===== src/rtl/sha1_msg_padder.sv =====
// SHA-1 message padder: packs a byte stream into big-endian words, appends 0x80,
// zero fill and the 64-bit bit length, and hands each 16-word block to the hash core.
module sha1_msg_padder #(
  parameter int CNT_W = 29
) (
  input  logic        clk,
  input  logic        reset,
  input  logic [7:0]  in_data,
  input  logic        in_valid,
  input  logic        in_last,
  output logic        in_ready,
  output logic        wr_en,
  output logic [3:0]  wr_addr,
  output logic [31:0] wr_data,
  output logic        blk_valid,
  output logic        blk_last,
  input  logic        blk_ready,
  output logic        done
);

  localparam logic [2:0] IDLE    = 3'd0;
  localparam logic [2:0] ABSORB  = 3'd1;
  localparam logic [2:0] PAD80   = 3'd2;
  localparam logic [2:0] ZERO    = 3'd3;
  localparam logic [2:0] LEN     = 3'd4;
  localparam logic [2:0] HANDOFF = 3'd5;

  logic [2:0]       state;
  logic [5:0]       byte_idx;
  logic [31:0]      word_sr;
  logic [CNT_W-1:0] msg_cnt;
  logic [3:0]       widx;
  logic             pad_pending;
  logic             pad80_pending;
  logic             last_q;

  logic             accept;
  logic [1:0]       pos;
  logic [3:0]       cur_word;
  logic [31:0]      word_byte;
  logic [31:0]      word_pad;
  logic [31:0]      bit_len;

  assign accept   = in_valid & in_ready;
  assign pos      = byte_idx[1:0];
  assign cur_word = byte_idx[5:2];
  assign bit_len  = 32'({msg_cnt, 3'b000});

  // word_byte: current word with the incoming byte merged in at its slot.
  // word_pad:  current word with 0x80 at the next free slot and zeros after it.
  always_comb begin
    word_byte = word_sr;
    word_pad  = word_sr;
    case (pos)
      2'd0: begin
        word_byte[31:24] = in_data;
        word_pad         = 32'h8000_0000;
      end
      2'd1: begin
        word_byte[23:16] = in_data;
        word_pad         = {word_sr[31:24], 24'h80_0000};
      end
      2'd2: begin
        word_byte[15:8]  = in_data;
        word_pad         = {word_sr[31:16], 16'h8000};
      end
      default: begin
        word_byte[7:0]   = in_data;
        word_pad         = {word_sr[31:8], 8'h80};
      end
    endcase
  end

  always_ff @(posedge clk) begin
    if (!reset) begin
      state         <= IDLE;
      byte_idx      <= '0;
      word_sr       <= '0;
      msg_cnt       <= '0;
      widx          <= '0;
      pad_pending   <= 1'b0;
      pad80_pending <= 1'b0;
      last_q        <= 1'b0;
      in_ready      <= 1'b0;
      wr_en         <= 1'b0;
      wr_addr       <= '0;
      wr_data       <= '0;
      blk_valid     <= 1'b0;
      blk_last      <= 1'b0;
      done          <= 1'b0;
    end else begin
      wr_en <= 1'b0;
      done  <= 1'b0;
      case (state)
        IDLE: begin
          in_ready <= 1'b1;
          if (accept) begin
            word_sr  <= word_byte;
            byte_idx <= 6'd1;
            msg_cnt  <= CNT_W'(1);
            if (in_last) begin
              state    <= PAD80;
              in_ready <= 1'b0;
            end else begin
              state    <= ABSORB;
            end
          end
        end

        ABSORB: begin
          if (accept) begin
            byte_idx <= byte_idx + 6'd1;
            msg_cnt  <= msg_cnt + CNT_W'(1);
            if (pos == 2'd3) begin
              wr_en   <= 1'b1;
              wr_addr <= cur_word;
              wr_data <= word_byte;
              word_sr <= '0;
            end else begin
              word_sr <= word_byte;
            end
            // A full block must be consumed before any padding may be written,
            // so a last byte that fills the block defers the 0x80 to the next one.
            if (byte_idx == 6'd63) begin
              state         <= HANDOFF;
              last_q        <= 1'b0;
              pad80_pending <= in_last;
              in_ready      <= 1'b0;
            end else if (in_last) begin
              state    <= PAD80;
              in_ready <= 1'b0;
            end
          end
        end

        PAD80: begin
          wr_en   <= 1'b1;
          wr_addr <= cur_word;
          wr_data <= word_pad;
          word_sr <= '0;
          if (cur_word <= 4'd12) begin
            widx  <= cur_word + 4'd1;
            state <= ZERO;
          end else if (cur_word == 4'd13) begin
            widx  <= 4'd14;
            state <= LEN;
          end else if (cur_word == 4'd14) begin
            widx        <= 4'd15;
            pad_pending <= 1'b1;
            state       <= ZERO;
          end else begin
            pad_pending <= 1'b1;
            last_q      <= 1'b0;
            state       <= HANDOFF;
          end
        end

        ZERO: begin
          // Fills up to word 13 before the length, or up to 15 when the
          // length has to spill into an extra block.
          wr_en   <= 1'b1;
          wr_addr <= widx;
          wr_data <= '0;
          widx    <= widx + 4'd1;
          if (pad_pending && widx == 4'd15) begin
            state  <= HANDOFF;
            last_q <= 1'b0;
          end else if (!pad_pending && widx == 4'd13) begin
            state <= LEN;
          end
        end

        LEN: begin
          wr_en   <= 1'b1;
          wr_addr <= widx;
          widx    <= widx + 4'd1;
          if (widx == 4'd14) begin
            wr_data <= '0;
          end else begin
            wr_data <= bit_len;
            last_q  <= 1'b1;
            state   <= HANDOFF;
          end
        end

        HANDOFF: begin
          // blk_valid rises one cycle late so the final word write lands first.
          if (!blk_valid) begin
            blk_valid <= 1'b1;
            blk_last  <= last_q;
          end else if (blk_ready) begin
            blk_valid <= 1'b0;
            blk_last  <= 1'b0;
            if (blk_last) begin
              done     <= 1'b1;
              state    <= IDLE;
              byte_idx <= '0;
              word_sr  <= '0;
              in_ready <= 1'b1;
            end else if (pad_pending) begin
              pad_pending <= 1'b0;
              widx        <= '0;
              state       <= ZERO;
            end else if (pad80_pending) begin
              pad80_pending <= 1'b0;
              byte_idx      <= '0;
              state         <= PAD80;
            end else begin
              byte_idx <= '0;
              state    <= ABSORB;
              in_ready <= 1'b1;
            end
          end
        end

        default: begin
          state <= IDLE;
        end
      endcase
    end
  end

endmodule


===== config.mk =====
export PLATFORM = sky130hd
export DESIGN_NAME = sha1_msg_padder
export DESIGN_NICKNAME = d
export VERILOG_FILES = /design/src/rtl/sha1_msg_padder.sv
export SDC_FILE = /design/constraint.sdc
export NUM_CORES = 1
export LEC_CHECK = 0
export ABC_AREA = 0
export BUFFER_PORTS_ARGS = -buffer_cell sky130_fd_sc_hd__buf_4
export CORE_MARGIN = 4
export CORE_UTILIZATION = 64
export DETAILED_ROUTE_END_ITERATION = 12
export GPL_TIMING_DRIVEN = 0
export PLACE_DENSITY = 0.85
export SYNTH_ARGS = -nofsm -noshare
export SYNTH_HDL_FRONTEND = slang
export SYNTH_SLANG_ARGS = --single-unit

===== constraint.sdc =====
create_clock -name clk -period 3.62 [get_ports clk]
set_input_delay 0.362 -clock clk [delete_from_list [all_inputs] [get_ports clk]]
set_output_delay 0.362 -clock clk [all_outputs]
set_load 0.01 [all_outputs]

* Word level (Yosys, flattened, before mapping)
Index checks and enable logic that the tools add are counted.
** Storage, ports and cells
- Register bits :: 118
** Operators by class
- $add $sub $neg :: 4
- $lt $le $gt $ge :: 1
- Eq/ne operators :: 35
- Muxes and demuxes :: 94
- Bitwise logic cells :: 1
- Reductions and logical operators :: 29
** Operators by type and width (count)
- 2-to-1 mux 32 bit :: 9
- case mux 32 bit (4 select lines) :: 2
- case mux 32 bit (3 select lines) :: 1
- 2-to-1 mux 29 bit :: 2
- case mux 29 bit (2 select lines) :: 1
- 2-to-1 mux 3 bit :: 12
- 2-to-1 mux 4 bit :: 9
- 2-to-1 mux 6 bit :: 6
- 2-to-1 mux 1 bit :: 35
- 2-to-1 mux 8 bit :: 4
- inequality test 2 bit, second input constant :: 15
- adder 29 x 1 -> 29 bit, second input constant :: 1
- case mux 4 bit (3 select lines) :: 2
- AND reduction 6 bit :: 4
- AND reduction 7 bit :: 3
- == test 4 bit, second input constant :: 5
- case mux 3 bit (6 select lines) :: 1
- case mux 6 bit (3 select lines) :: 1
- inequality test 3 bit, second input constant :: 4
- AND reduction 3 bit :: 3
- nonzero test 3 bit :: 3
- adder 4 x 1 -> 4 bit, second input constant :: 2
- 2-to-1 mux 2 bit :: 4
- AND reduction 8 bit :: 1
- 24 further kinds :: 34

* Depth between registers and ports, before layout
Gate-level depths: netlist (run 1).
- Word-level depth :: 6
- Gate-level depth with buffers :: 8
- Gate-level depth less buffers :: 7

* Worst setup path before layout (run 1)
No wires, ideal clock.
- Path kind :: register to register
- Start point :: register byte_idx[2]
- End point :: register widx[0]
- Arrival time :: 1755 ps
- Required time :: 3498 ps
- Slack :: 1743 ps
- Cell stages (with the launch flop) :: 8
- Clock period less this slack :: 1877 ps
- Cell sequence :: dfxtp_1 inv_1 ha_1 nand3b_1 o41ai_1 o21ai_1 nor2b_1 o311a_1
** On the way
- Cells in the longest elaborated chain, start to end :: 4
** RTL lines
- start: declaration :: RTL line 29 : logic [5:0] byte_idx;
- start signal: assignment :: RTL line 112 : byte_idx <= byte_idx + 6'd1;
- branches (longest 4 deep; another with less-or-equal comparator 4 bit)
- end signal: assignment :: RTL line 142 : widx <= cur_word + 4'd1;
- end signal: assignment :: RTL line 164 : widx <= widx + 4'd1;
- end signal: assignment :: RTL line 176 : widx <= widx + 4'd1;
- end: declaration :: RTL line 32 : logic [3:0] widx;
Parallel ways; which one is timed is not known.
A chain may end at the register's enable or synchronous reset.

* Worst setup path after layout (run 1)
- Start point :: register byte_idx[1]
- End point :: register wr_data[25]
** On the way
- Cells in the longest elaborated chain, start to end :: 5
** RTL lines
- zero test 2 bit :: RTL line 54 : case (pos)
- 2-to-1 mux 8 bit :: RTL line 54
- 2-to-1 mux 32 bit :: RTL line 114 : if (pos == 2'd3) begin
- 2-to-1 mux 32 bit :: RTL line 111 : if (accept) begin
- case mux 32 bit (4 select lines) :: RTL line 94 : case (state)
- end signal: assignment :: RTL line 117 : wr_data <= word_byte;
- end signal: assignment :: RTL line 139 : wr_data <= word_pad;
- end signal: assignment :: RTL line 180 : wr_data <= bit_len;
- end: declaration :: RTL line 14 : output logic [31:0] wr_data,
Parallel ways exist; a longest one is shown, timed or not. The select of a mux whose other input is x is not followed.

==> results of run 1 <==
[kinds of logic (layout without fill, tap and decap cells)]
kind of cell    count (synthesis)  in the layout  share of synthesized area
compound gates                264            264                      0.298
xor+xnor                        2              2                    0.00305
fa+ha+maj                      12             12                     0.0262
buf+inv                        73            141                     0.0547
flops                         111            111                      0.387
mux                            10             10                     0.0183
simple gates                  241            241                      0.213
[synth_stat cells (7+ instances only)]
cell type	number	share of area
nand4_1	14	0.015
a31oi_1	32	0.035
a21oi_1	41	0.036
and3_1	8	0.0087
clkbuf_1	33	0.022
o22ai_1	30	0.033
buf_2	17	0.015
ha_1	12	0.026
nor2b_1	8	0.0087
dfxtp_1	111	0.39
inv_1	17	0.011
nor3_1	11	0.0096
a222oi_1	9	0.016
nand3_1	27	0.024
o21a_1	7	0.0092
nand2_1	95	0.062
o211ai_1	8	0.010
o21ai_0	73	0.064
a22oi_1	15	0.020
nor2_1	37	0.024
[layer usage]
layer  GRT usage  up-vias  wire [µm]
met1       0.460     2892       7130
met4       0.202        0       1100
li1            -     2787          -
met3      0.0724       97       2120
met5           0        -          0
met2       0.597      455       8930
[area by class of cell]
type	instances	area share
sequential	111	0.342
inverter	18	0.0104
tap	108	0.0208
clock inverter	7	0.0175
clock buffer	9	0.0190
timing repair buffer	52	0.0600
multi-input combinational	529	0.493
buffer	55	0.0379
[metrics by stage]
| stage | setup slack (ps) | cells | hold slack [ps] |
|---|---|---|---|
| 6_report | 982 | 889 | 297 |
| 3_5_place_dp | 1170 | 873 | 461 |
| 2_1_floorplan | 1740 | 713 | 434 |
| 4_1_cts | 1080 | 889 | 289 |
| 3_3_place_gp | 1230 | 873 | 456 |
| 5_1_grt | 809 | 889 | 289 |
[power groups by stage]
stage	clock network, mW	logic (mW)	registers, mW
3_5_place_dp	0	0.740	1.40
6_report	0.865	0.768	1.38
2_1_floorplan	0	0.439	1.42
3_3_place_gp	0	0.725	1.40
5_1_grt	0.932	0.820	1.39
4_1_cts	0.868	0.746	1.38
[flip-flops by register name, indices dropped and copies added (netlist names), 3 cells and up]
name / flops
byte_idx: 6
msg_cnt: 29
state: 3
widx: 4
word_sr: 25
wr_addr: 4
wr_data: 32
[worst reg2reg max path: cells and delay by family, from the launching register on]
family,cells,cell delay (ps)
adder cells (fa/ha/maj),1,210
buffers and inverters,2,630
AO/OA/AOI/OAI,4,1200
flip-flops,1,510
[worst paths after layout]
kind / from / to / cells past startpoint / slack (ps)
worst max register to register: byte_idx[1] / wr_data[25] / 7 / 980
worst min-delay path: in_data[4] / wr_data[12] / 3 / 300
worst max-delay path: byte_idx[1] / wr_data[25] / 7 / 980
worst min register to register: word_sr[20] / word_sr[20] / 2 / 480
==> flow_metrics.tcl, run 1 <==
set metrics [dict create \
    status "finished clean" \
    synth.avg_cell_area_um2 8.05 \
    seqPwrFrac 0.458 \
    area_delta_synth_final_pct 13.3 \
    setup_tns_ps 0 \
    final_common_cell "dfxtp_1" \
    hp-class "in2reg" \
    finalPower_mw 3.01 \
    async_flop_share 0 \
    critPathTopFamily "compound AO/OA/AOI/OAI gates" \
    cp_slowest_cell "o21ai_1" \
    synthCells 713 \
    cts.htree.levels 3 \
    cpPeakStageDelay_ps 770 \
    switching_share 0.335 \
    synth_nets 738 \
    gr-total-overflow 0 \
    first_global_vias 5811 \
    drt_wl_total_mm 19.3 \
    dpl-instance-area_um2 6260 \
    ys_ff_latch 111 \
    portBuffers 52 \
    wl_per_cell_um 21.7 \
    ys_seq_area_frac 0.387 \
    dp_hpwl_mm 14.0 \
    finalCritPeriodShare 0.729 \
    final_cell_mix "dfxtp_1, nand2_1, o21ai_0, buf_4, a21oi_1" \
    finalHoldViolCount 0 \
    die_h_um 103 \
    seqCellArea_um2 2220 \
    path_buf_inv 2 \
    drt_iter0_drc 715 \
    clock_skew_ps 17.0 \
    clk_pin_slew_ps 120 \
    synth_area_um2 5740 \
    internal_power_mw 2.00 \
    rows 34 \
    clk_latency_ps 370 \
    switchingPower_mw 1.01 \
    grt_pass1_wl_mm 30.2 \
    antenna_found_initial 0 \
    worstPathCellList "ha_1 -> buf_2 -> a41oi_1 -> o21ai_1 -> clkbuf_1 -> o21ai_0 -> a21oi_1" \
    dr.pass1.iters 6 \
    cts_root_buffer "clkbuf_8" \
    crit_fanout 10 \
    power_frac_comb 0.255 \
    cts_setup_buffers 0 \
    required_ps 3910 \
    start_util 0.658 \
    crit_type "reg2reg" \
    stdcell_area_um2 6500 \
    slew_violations 0 \
    route.detailed.drc 0 \
    post_cts_resized 0 \
    leakagePower_nw 2.40 \
    power_density_nw_per_um2 463 \
    core_um2 8720 \
    timing.fmax_mhz 379 \
    cts_tree "done" \
    ctsHoldBuffers 0 \
    setup_viol 0 \
    crit_arrival_ps 2930 \
    ant_nets 0 \
    slew_headroom 0.273 \
    diodes 0 \
    drive_gt1_frac 0.137 \
    die_x_um 103 \
    final.min_clock_period_ps 2640 \
    rsz0062_at_grt "false" \
    ir_drop_mv 0.320 \
    synthDistinctLibCells 71 \
    startpoint_type "flop" \
    max-cap-violations 0 \
    synth-edff-count 0 \
    vias 6231 \
    via_per_inst 7.01 \
    num-fill-cells 699 \
    cts_buffers 9 \
    synth.yosys.warnings 0 \
    pin_count 54 \
    cp-end-kind "flop" \
    fin_util 0.746 \
    clockBufferDepth 2 \
    track_usage 0.368 \
    grt_max_degree 21 \
    multi_input_area_um2 3200 \
    p_clk_frac 0.287 \
    cts.sinks 111 \
    synth_top_flop_cell "dfxtp_1" \
    fin_nets 801 \
    die-area_um2 10500 \
    worst_slew_pin_slew_ps 1080 \
    gp_congestion 0.967 \
]
No activity file was read; power rests on OpenSTA's default activity.
==> inputs of run 2 (changes only) <==
Settings changed: CORE_UTILIZATION 64 to 54, PLACE_DENSITY 0.85 to 0.77.
Clock period 3.62 ns to 2.3 ns, I/O delays scaled along.
==> run 2 against run 1 <==
  * Global-route usage is 6.3 points lower
  * Routed wire length is 0.56% lower
  * Register-to-register slack worse by 890 ps
  * Non-clock buffer count stayed put
  * Utilization is 11 points lower
  * Clock power is 36% higher
  * Die area is 17% higher
  * Clock skew is 3.2 ps lower
  * Worst setup slack worse by 890 ps
  * First-iteration DRC count is 13% higher
  * Critical path type unchanged
==> flow_metrics.tcl, run 2 (synthesis gave the netlist of run 1 again) <==
set metrics [dict create \
    cts_buffers 9 \
    whs_path_depth 3 \
    pin_count 54 \
    worst-path-stages 6 \
    dp_hpwl_mm 14.2 \
    setup_tns_ps 0 \
    hold_start "in_data[1]" \
    gp_congestion 0.982 \
    first_global_vias 5872 \
    power_density_nw_per_um2 698 \
    critPathTopFamily "compound AO/OA/AOI/OAI gates" \
    clock_skew_ps 13.8 \
    cts_root_buffer "clkbuf_8" \
    timing.fmax_mhz 453 \
    drt_wl_total_mm 19.2 \
    final_common_cell "dfxtp_1" \
    cpPeakStageDelay_ps 510 \
    die_h_um 111 \
    area_delta_synth_final_pct 14.6 \
    crit_type "reg2reg" \
    grt_pass1_wl_mm 30.8 \
    clk_pin_slew_ps 120 \
    worst_r2r_path_depth 6 \
    final_cell_mix "dfxtp_1, nand2_1, o21ai_0, buf_4, a21oi_1" \
    rows 37 \
    num-fill-cells 943 \
    place_ws_ps -176 \
    vias 6185 \
    slew_headroom 0.326 \
    core_um2 10300 \
    finalHoldViolCount 0 \
    antenna_found_initial 1 \
    crit_arrival_ps 2500 \
    grt_max_degree 22 \
    fin_ws_ps 92.5 \
    worstPathCellList "ha_1 -> buf_2 -> nand4_1 -> a31oi_4 -> a32oi_2 -> o311a_1" \
    status "finished clean" \
    fin_util 0.637 \
    stdcell_area_um2 6580 \
    drive_gt1_frac 0.152 \
    wl_per_cell_um 20.9 \
    final.min_clock_period_ps 2210 \
    required_ps 2590 \
    via_per_inst 6.74 \
    dpl-instance-area_um2 6300 \
    reg_top3 "wr_data: 32 flops, msg_cnt: 29 flops, word_sr: 25 flops" \
    worst_slew_pin_slew_ps 1000 \
    cts.sinks 111 \
    setup_viol 0 \
    drt_iter0_drc 808 \
    clockBufferDepth 2 \
    startpoint_type "flop" \
    cp-end-kind "flop" \
    path_buf_inv 1 \
    portBuffers 52 \
    finalPower_mw 4.59 \
    ctsHoldBuffers 0 \
    place_inst 901 \
    ir_drop_mv 0.401 \
    cp_slowest_cell "dfxtp_1" \
    clk_latency_ps 390 \
    fin_nets 801 \
    start_util 0.556 \
    largest_register_ffs 32 \
    track_usage 0.305 \
    reg2reg_from "byte_idx[1]" \
    leakagePower_nw 2.40 \
    max-cap-violations 0 \
    startpoint "byte_idx[1]" \
    crit_fanout 8 \
    gr-total-overflow 0 \
    die-area_um2 12300 \
    instances_no_fill 918 \
    hp-class "in2reg" \
    slew_violations 0 \
    ant_nets 0 \
    top_register "wr_data" \
    route.detailed.drc 0 \
    cts_setup_buffers 0 \
    die_x_um 111 \
    finalCritPeriodShare 0.960 \
    cts_tree "done" \
    dr.pass1.iters 6 \
    whs_ps 135 \
    cts.htree.levels 3 \
]
## run 2: cell types whose count changed in the layout (fill, tap and decap cells not counted), moves of 2 or more
cell and change:
clkinvlp_4 +2, bufinv_16 -2, clkbuf_1 -4, clkbuf_2 +4, o21ai_1 -2
## run 2: power by group
group          switching [mW]  internal (mW)  leakage, nW
Combinational           0.759          0.465         1.41
Clock                   0.756          0.427       0.0931
Sequential              0.119           2.07        0.898
Total                    1.63           2.96         2.40
## run 2: what timing repair did
| item | 4_1_cts | 5_1_grt |
|---|---|---|
| hold endpoints to repair | 0 | 0 |
| gates resized for setup | 2 | 17 |
| gates cloned | 0 | 0 |
| endpoints found under the setup margin | 36 | 55 |
## run 2: worst reg2reg max path: cells and delay by family (launching register included)
kind | cells | cell delay (ps)
AO/OA/AOI/OAI | 3 | 880
AND/OR/NAND/NOR | 1 | 330
adder cells (fa/ha/maj) | 1 | 200
buffers and inverters | 1 | 210
flip-flops | 1 | 510
## run 2: cell type report
| class | instances | area (µm²) | share of cell area |
|---|---|---|---|
| diodes | 1 | 2.50 | 0.000381 |
| well taps | 136 | 170 | 0.0259 |
| repair buffers | 52 | 390 | 0.0594 |
| clock inverters | 7 | 71.3 | 0.0108 |
| plain buffers | 55 | 251 | 0.0382 |
| clock buffers | 9 | 124 | 0.0188 |
| flip-flops and latches | 111 | 2220 | 0.338 |
| multi-input cells | 529 | 3280 | 0.498 |
| inverters | 18 | 67.6 | 0.0103 |
## run 2: metal layers
layer / wire length [µm] / global-route usage / vias to the layer above
met4: 1040 / 0.171 / 0
met5: 0 / 0 / -
li1: - / - / 2796
met3: 1660 / 0.0437 / 84
met1: 7680 / 0.390 / 2903
met2: 8790 / 0.492 / 402
## run 2: final timing paths
path	to	slack, ps
setup / recovery	state[0]	90
hold / removal	wr_data[9]	140
setup reg to reg	state[0]	90
hold reg to reg	word_sr[7]	490
